--- config.mk ---
export PLATFORM = sky130hd
export DESIGN_NAME = mips_muldiv_unit
export DESIGN_NICKNAME = d
export VERILOG_FILES = /design/src/rtl/mips_muldiv_unit_pkg.sv /design/src/rtl/mips_muldiv_unit_iter.sv /design/src/rtl/mips_muldiv_unit.sv
export SDC_FILE = /design/constraint.sdc
export NUM_CORES = 1
export LEC_CHECK = 0
export ABC_AREA = 1
export CORE_UTILIZATION = 40
export CTS_BUF_LIST = sky130_fd_sc_hd__clkbuf_4 sky130_fd_sc_hd__clkbuf_8 sky130_fd_sc_hd__clkbuf_16
export CTS_CLUSTER_SIZE = 40
export DETAILED_ROUTE_END_ITERATION = 10
export GPL_TIMING_DRIVEN = 0
export SETUP_SLACK_MARGIN = 0.5
export SYNTH_ARGS = -nofsm -noshare
export SYNTH_HDL_FRONTEND = slang
export SYNTH_SLANG_ARGS = --single-unit
export TNS_END_PERCENT = 5
--- constraint.sdc ---
create_clock -name clk -period 3.8 [get_ports clk]
set_input_delay 0.38 -clock clk [delete_from_list [all_inputs] [get_ports clk]]
set_output_delay 0.38 -clock clk [all_outputs]
set_load 0.01 [all_outputs]
--- src/rtl/mips_muldiv_unit_pkg.sv ---
// Shared definitions for the multiply/divide unit: op encodings and FSM states.
package mips_muldiv_unit_pkg;

   localparam logic [1:0] MdMult  = 2'b00;
   localparam logic [1:0] MdMultu = 2'b01;
   localparam logic [1:0] MdDiv   = 2'b10;
   localparam logic [1:0] MdDivu  = 2'b11;

   typedef enum logic [1:0] {
      StIdle = 2'b00,
      StRun  = 2'b01,
      StFix  = 2'b10
   } state_e;

endpackage

--- src/rtl/mips_muldiv_unit_iter.sv ---
// One combinational iteration: shift-add (multiply) or restoring shift-subtract (divide).
module mips_muldiv_unit_iter #(
   parameter int unsigned WIDTH = 32
) (
   input  logic             is_div_i,
   input  logic [WIDTH-1:0] acc_i,
   input  logic [WIDTH-1:0] opnd_i,
   input  logic [WIDTH-1:0] m_i,
   output logic [WIDTH-1:0] acc_o,
   output logic [WIDTH-1:0] opnd_o
);

   logic [WIDTH:0] sum;
   logic [WIDTH:0] shifted;

   always_comb begin
      sum     = {1'b0, acc_i} + (opnd_i[0] ? {1'b0, m_i} : '0);
      shifted = {acc_i, opnd_i[WIDTH-1]};
      acc_o   = acc_i;
      opnd_o  = opnd_i;
      if (is_div_i) begin
         // Partial remainder stays below the divisor, so it always fits WIDTH bits.
         if (shifted >= {1'b0, m_i}) begin
            acc_o  = WIDTH'(shifted - {1'b0, m_i});
            opnd_o = {opnd_i[WIDTH-2:0], 1'b1};
         end else begin
            acc_o  = shifted[WIDTH-1:0];
            opnd_o = {opnd_i[WIDTH-2:0], 1'b0};
         end
      end else begin
         acc_o  = sum[WIDTH:1];
         opnd_o = {sum[0], opnd_i[WIDTH-1:1]};
      end
   end

endmodule

--- src/rtl/mips_muldiv_unit.sv ---
// Iterative MULT/MULTU/DIV/DIVU unit with HI/LO registers and MTHI/MTLO moves.
module mips_muldiv_unit
   import mips_muldiv_unit_pkg::*;
#(
   parameter int unsigned WIDTH = 32
) (
   input  logic             clk,
   input  logic             reset,
   input  logic             start,
   input  logic [1:0]       op,
   input  logic [WIDTH-1:0] SrcA,
   input  logic [WIDTH-1:0] WriteData,
   input  logic             mthi,
   input  logic             mtlo,
   output logic             busy,
   output logic             done,
   output logic [WIDTH-1:0] hi,
   output logic [WIDTH-1:0] lo
);

   localparam int unsigned CntW = $clog2(WIDTH);

   state_e            state_q, state_d;
   logic [CntW-1:0]   cnt_q, cnt_d;
   logic              is_div_q, is_div_d;
   logic              sa_q, sa_d, sb_q, sb_d;
   logic [WIDTH-1:0]  a_q, a_d, b_q, b_d;
   logic [WIDTH-1:0]  acc_q, acc_d, opnd_q, opnd_d;
   logic [WIDTH-1:0]  hi_q, hi_d, lo_q, lo_d;
   logic              done_q, done_d;

   logic [WIDTH-1:0]   iter_acc, iter_opnd;
   logic               op_signed, op_div;
   logic [WIDTH-1:0]   a_mag, b_mag, a_raw;
   logic [2*WIDTH-1:0] prod;

   mips_muldiv_unit_iter #(
      .WIDTH (WIDTH)
   ) u_iter (
      .is_div_i (is_div_q),
      .acc_i    (acc_q),
      .opnd_i   (opnd_q),
      .m_i      (is_div_q ? b_q : a_q),
      .acc_o    (iter_acc),
      .opnd_o   (iter_opnd)
   );

   always_comb begin
      op_signed = (op == MdMult) || (op == MdDiv);
      op_div    = (op == MdDiv) || (op == MdDivu);
      a_mag     = (op_signed && SrcA[WIDTH-1]) ? -SrcA : SrcA;
      b_mag     = (op_signed && WriteData[WIDTH-1]) ? -WriteData : WriteData;
      // Sign bits are only ever set for signed ops, so this recovers the raw dividend.
      a_raw     = sa_q ? -a_q : a_q;
      prod      = (sa_q ^ sb_q) ? -{acc_q, opnd_q} : {acc_q, opnd_q};

      state_d  = state_q;
      cnt_d    = cnt_q;
      is_div_d = is_div_q;
      sa_d     = sa_q;
      sb_d     = sb_q;
      a_d      = a_q;
      b_d      = b_q;
      acc_d    = acc_q;
      opnd_d   = opnd_q;
      hi_d     = hi_q;
      lo_d     = lo_q;
      done_d   = 1'b0;

      unique case (state_q)
         StIdle: begin
            if (start) begin
               is_div_d = op_div;
               sa_d     = op_signed & SrcA[WIDTH-1];
               sb_d     = op_signed & WriteData[WIDTH-1];
               a_d      = a_mag;
               b_d      = b_mag;
               acc_d    = '0;
               opnd_d   = op_div ? a_mag : b_mag;
               cnt_d    = CntW'(WIDTH - 1);
               state_d  = StRun;
            end else begin
               if (mthi) hi_d = SrcA;
               if (mtlo) lo_d = SrcA;
            end
         end
         StRun: begin
            acc_d  = iter_acc;
            opnd_d = iter_opnd;
            if (cnt_q == '0) state_d = StFix;
            else             cnt_d   = cnt_q - 1'b1;
         end
         StFix: begin
            if (!is_div_q) begin
               {hi_d, lo_d} = prod;
            end else if (b_q == '0) begin
               lo_d = '1;
               hi_d = a_raw;
            end else begin
               lo_d = (sa_q ^ sb_q) ? -opnd_q : opnd_q;
               hi_d = sa_q ? -acc_q : acc_q;
            end
            done_d  = 1'b1;
            state_d = StIdle;
         end
         default: state_d = StIdle;
      endcase
   end

   always_ff @(posedge clk) begin
      if (reset) begin
         state_q  <= StIdle;
         cnt_q    <= '0;
         is_div_q <= 1'b0;
         sa_q     <= 1'b0;
         sb_q     <= 1'b0;
         a_q      <= '0;
         b_q      <= '0;
         acc_q    <= '0;
         opnd_q   <= '0;
         hi_q     <= '0;
         lo_q     <= '0;
         done_q   <= 1'b0;
      end else begin
         state_q  <= state_d;
         cnt_q    <= cnt_d;
         is_div_q <= is_div_d;
         sa_q     <= sa_d;
         sb_q     <= sb_d;
         a_q      <= a_d;
         b_q      <= b_d;
         acc_q    <= acc_d;
         opnd_q   <= opnd_d;
         hi_q     <= hi_d;
         lo_q     <= lo_d;
         done_q   <= done_d;
      end
   end

   assign busy = (state_q != StIdle);
   assign done = done_q;
   assign hi   = hi_q;
   assign lo   = lo_q;

endmodule
==> flow_summary.toml, run 1 <==
[run_status]
status = "completed"

[synth]
synth-edff-count = 0
ys_ff_latch = 203
avgSynthCellArea_um2 = 5.46
synth-main-ff-cell = "dfxtp_1"
postSynthCellCount = 3827
syn_nets = 3971
synth_top_area_cell = "dfxtp_1"
yosys-top-cells-area = "dfxtp_1 (19%), nand2_1 (18%), nand3_1 (10%), inv_1 (9.0%), nor2_1 (8.3%)"
ys_seq_area_share_pct = 19.5
synthArstFlopShare_pct = 0
yosys.area.top_type_share_pct = 19.5
synth_cell_types = 44
yosys_warnings = 0
syn_area_mm2 = 0.0209

[layout]
nFillCells = 5824
layout-drive-gt1-share_pct = 7.00
multi_input_area_mm2 = 0.0147
register_area_mm2 = 0.00407
final_nets = 4166
final_area_mm2 = 0.0248
area_delta_synth_final_pct = 19.0

[detailed_routing]
ant_nets = 0
finalWirelength_um = 119000
dr.first_iter.drc_count = 4035
vias = 27833
via_per_inst = 5.89
drc = 0
dr.pass1.iters = 6
wl_per_cell_um = 25.2

[cts]
numCtsBuffers = 26
cts_max_path_buffers = 3
h-tree-depth = 1
cts_hold_buf = 0
clk_latency_ps = 590
root_buffer = "clkbuf_16"
clkSinkCount = 203
cts_tree = "done"
clkSlewWorstSetupHoldPaths_ps = 70

[worst_setup_path]
endpoint_kind = "flip-flop"
startpoint_type = "flip-flop"
cp-endpoint = "acc_q[26]"
critical_path_class = "reg -> reg"
r2r-start = "is_div_q"
crit_path_start = "is_div_q"
crit_required_ps = 4310
r2r_cells = 17
r2r_end = "acc_q[26]"
r2r_setup_slack_ps = 370
crit_arrival_ps = 3940
crit_fanout = 10

[place]
place.port_buffers = 135
dpl_cell_area_mm2 = 0.0231
dpl.hpwl_um = 97500
gp_congestion = 1.09

[hold_path]
hp-class = "reg -> reg"

[grt]
track_usage_pct = 43.6
grt_max_degree = 15
grt_overflow = 0
grt_pass1_vias = 25172
grt_pass1_wl_um = 169000
antenna_found_initial = 1

[timing]
hold_viol = 0
max_slew.worst_pin.slew_ps = 1370
fin_tns_setup_ps = 0
skew_ps = 27.7
max_freq_mhz = 292
slew_headroom_pct = 8.61
grt_setup_unrepaired = "yes"
drv_slew = 0
layout_min_cycle_time_ps = 3430
fin_crit_sh_pct = 90.3
setup_viol = 0

[run]
drv_cap = 0

[pwr]
ir_drop_v = 0.000377
power_density_mw_per_mm2 = 402
p_leak_nw = 11.8
p_total_mw = 9.98

[die]
start_util_pct = 40.6
pin_count = 137
die_x_um = 230
rows = 83
dieArea_mm2 = 0.0531
die_y_um = 230
core_mm2 = 0.0514
-- cells in the final DEF (no fill, tap or decap), types with 30 or more instances in the layout --
master,n
nand2_1,1009
inv_1,501
nor2_1,439
nand3_1,417
a21oi_1,302
o21ai_0,291
dfxtp_1,202
clkdlybuf4s50_1,135
clkbuf_1,91
xor2_1,76
nand4_1,62
ha_1,53
o211ai_1,46
buf_4,34
nor3_1,30
-- cells by family after synthesis --
family / after synthesis / synth area share, %
DFF: 203 / 19.5
xor gates and xnor gates: 78 / 3.27
AOI/OAI and AO/OA: 744 / 18.9
and+or+nand+nor: 2059 / 41.6
buffers and inverters: 670 / 12.4
adders and majority gates: 73 / 4.45
-- worst min path at each step --
| stage | start | endpoint | cells past startpoint |
|---|---|---|---|
| final | sb_q | sb_q | 2 |
| after global routing | cnt_q[4] | cnt_q[4] | 2 |
| after CTS | sb_q | sb_q | 2 |
| after detailed placement | sb_q | sb_q | 2 |
| after global placement | sb_q | sb_q | 2 |
| after floorplan | sb_q | sb_q | 2 |
-- per-stage QoR --
stage / hold WS [ps] / instances / utilization (%) / setup slack (ps)
floorplan: 444 / 3827 / - / 678
global placement: 466 / 4642 / 44.9 / -1400
detailed placement: 466 / 4642 / 44.9 / -1350
CTS: 476 / 4711 / 47.7 / 433
global route: 508 / 4721 / 48.3 / 346
finish: 480 / 4724 / 48.3 / 370
-- area by class of cell --
type / count / share of cell area (%)
clock inverter: 14 / 0.660
timing repair buffer: 167 / 6.41
clock buffer: 33 / 2.96
sequential: 203 / 16.4
buffer: 157 / 3.20
tap: 680 / 3.42
multi-input combinational: 2954 / 59.2
inverter: 513 / 7.79
antenna: 3 / 0.0302
-- worst max-delay path, cell delays in order (launching register included) --
cell,delay (ps)
dfxtp_4,430
buf_8,180
buf_2,350
o21ai_2,240
ha_4,380
nand2_1,150
nor2_4,200
nand2_1,90
nor2_1,190
nand2_2,150
nand2_2,120
nor2_4,70
nand2_4,120
buf_6,180
nand3_1,170
nand3_1,140
nand2_1,60
a21oi_1,110
-- metal layers --
metal | wire [µm] | up-vias | global-route usage [%]
met4 | 7530 | 0 | 23.5
met5 | 0 | - | 0
met3 | 15700 | 364 | 12.8
met1 | 47800 | 12801 | 57.4
met2 | 48000 | 1831 | 63.4
li1 | - | 12837 | -
-- state kept, by name (all words and copies together) (netlist names), 2 cells and up --
name and count:
a_q 32, acc_q 32, b_q 32, hi 32, lo 32, opnd_q 32
cnt_q 5, state_q 2
-- cell usage after synthesis (4+ instances only) --
library cell / number
nand2_2: 6
o21ai_1: 16
o21bai_1: 14
nor2_2: 10
nand3_1: 422
o21ai_0: 326
a21oi_1: 307
o211ai_1: 46
nor2_4: 5
nor3_1: 34
dfxtp_1: 203
a31oi_1: 15
inv_1: 501
nand2_1: 1020
a21o_1: 4
and2_1: 4
or2_2: 13
nand4_1: 62
a21boi_0: 4
clkbuf_1: 107
inv_2: 11
nand3b_1: 10
buf_1: 14
xor2_1: 76
nor4_1: 4
nor2_1: 460
buf_2: 33
ha_1: 71
-- report_power, final --
group,total (mW),switching [mW],internal [mW]
clock network,2.63,1.12,1.52
logic,4.61,3.20,1.42
registers,2.74,0.384,2.35
total,9.98,4.70,5.29
-- what timing repair did --
item,4_1_cts,5_1_grt
pin swaps,24,14
setup endpoints to repair,35,43
gates resized for setup,140,68
setup buffers,22,10
(Power assumes the default switching activity.)
==> run 2, diff against run 1 <==
CORE_ASPECT_RATIO = 1.2   (was unset)
==> run 2 against run 1 <==
  * Via count down 0.52%
  * Sequential power about the same
  * Hold slack better by 5.1 ps
  * Core utilization up 1.3 points
  * Critical path depth down 7
  * Power up 0.77%
  * First-iteration DRC count down 12%
  * Maximum frequency up 2.4%
  * Flip-flop and latch count unchanged
  * Non-clock buffer count up 2
  * Global-route usage up 1.4 points
  * Worst setup slack better by 81 ps
  * Critical endpoint is now hi[12]
==> flow_summary.toml, run 2 (synthesized netlist as in run 1, its figures left out) <==
[grt]
grt_pass1_wl_um = 172000
grt_overflow = 0
antenna_found_initial = 1
grt_pass1_vias = 25378
track_usage_pct = 44.9
grt_max_degree = 14

[cts]
clk_latency_ps = 560
root_buffer = "clkbuf_16"
clkSlewWorstSetupHoldPaths_ps = 70
cts_tree = "done"
h-tree-depth = 1
cts_max_path_buffers = 3
numCtsBuffers = 23
clkSinkCount = 203

[pwr]
ir_drop_v = 0.000302
p_total_mw = 10.1
p_leak_nw = 11.9
power_density_mw_per_mm2 = 394

[detailed_routing]
drc = 0
finalWirelength_um = 123000
wl_per_cell_um = 26.0
ant_nets = 0
dr.pass1.iters = 7
via_per_inst = 5.85
dr.first_iter.drc_count = 3540
vias = 27687

[layout]
multi_input_area_mm2 = 0.0154
antenna_cells = 0
nFillCells = 5867
register_area_mm2 = 0.00407
layout_common_cells = "nand2_1 (996), inv_1 (499), nor2_1 (427)"
final_common_cell = "nand2_1"
postLayoutCoreUtil_pct = 49.6
layout-drive-gt1-share_pct = 8.87
area_delta_synth_final_pct = 22.3
final_area_mm2 = 0.0255
final_nets = 4165

[die]
die_x_um = 211
die_y_um = 252
start_util_pct = 40.6
core_mm2 = 0.0515
rows = 91
pin_count = 137
dieArea_mm2 = 0.0531

[place]
dp_worst_setup_slack_ps = -1510
dpl_cell_area_mm2 = 0.0231
gp_congestion = 1.08
dpl.hpwl_um = 101000
place.port_buffers = 135

[timing]
hold_ws_ps = 485
slew_headroom_pct = 18.6
layout_min_cycle_time_ps = 3350
hold_viol = 0
max_slew.worst_pin.slew_ps = 1220
setup_viol = 0
fin_crit_sh_pct = 88.1
skew_ps = 27.3
layout_setup_ws_ps = 451
grt_setup_unrepaired = "yes"
drv_slew = 0
max_freq_mhz = 299

[worst_setup_path]
critical_path_class = "reg -> reg"
crit_fanout = 10
crit_required_ps = 4290
endpoint_kind = "flip-flop"
startpoint_type = "flip-flop"
crit_arrival_ps = 3840

[run]
drv_cap = 0

[run_status]
status = "completed"

[hold_path]
hp-class = "reg -> reg"
run 2: cell types whose count changed in the layout (fill, tap and decap cells not counted), sizes merged, moves of 2 or more:
cell	before	now
bufinv	2	4
clkinvlp	3	0
diode	3	0
inv	515	513
run 2: power breakdown:
| part | internal (mW) | switching [mW] | leakage (nW) |
|---|---|---|---|
| clock | 1.51 | 1.03 | 0.416 |
| combinational | 1.51 | 3.30 | 9.77 |
| sequential | 2.35 | 0.353 | 1.68 |
| total | 5.38 | 4.68 | 11.9 |
run 2: worst max-delay path: stages, from the launching register on:
cell and delay (ps):
dfxtp_1 490, inv_1 300, ha_1 390, nand2_1 280, nor2_2 360, nand2_1 180
nand2_1 290, xor2_1 190, o211ai_1 480, nand3_1 180, a21oi_1 150
run 2: layer usage:
layer / GRT usage, % / share of wire, % / vias to the layer above
li1: - / - / 12831
met1: 48.9 / 35 / 12706
met2: 74.7 / 46 / 1624
met3: 7.03 / 8.2 / 524
met4: 42.0 / 11 / 2
met5: 0 / 0.011 / -
run 2: final cells by class:
cell class / instances / share of cell area (%)
clock buffers: 31 / 2.64
multi-input cells: 2954 / 60.2
plain buffers: 157 / 3.23
well taps: 697 / 3.41
flip-flops and latches: 203 / 15.9
inverters: 513 / 7.58
repair buffers: 169 / 6.39
clock inverters: 10 / 0.632
run 2: what timing repair did:
action	CTS	global route
setup endpoints to repair	37	34
hold buffers	0	0
gates resized for setup	159	166
pin swaps	18	22
buffers inserted	14	20
run 2: final timing paths:
path              startpoint     end  slack [ps]  cells after the start
setup / recovery    acc_q[0]  hi[12]         450                     10
hold / removal          sb_q    sb_q         490                      2
setup reg to reg    acc_q[0]  hi[12]         450                     10
hold reg to reg         sb_q    sb_q         490                      2
run 2: per-stage QoR:
| step | setup TNS (ps) | instances |
|---|---|---|
| after detailed placement | -37520 | 4659 |
| final | 0 | 4734 |
| after global placement | -38770 | 4659 |
| after CTS | 0 | 4714 |
| after global routing | 0 | 4734 |
| after floorplan | 0 | 3827 |
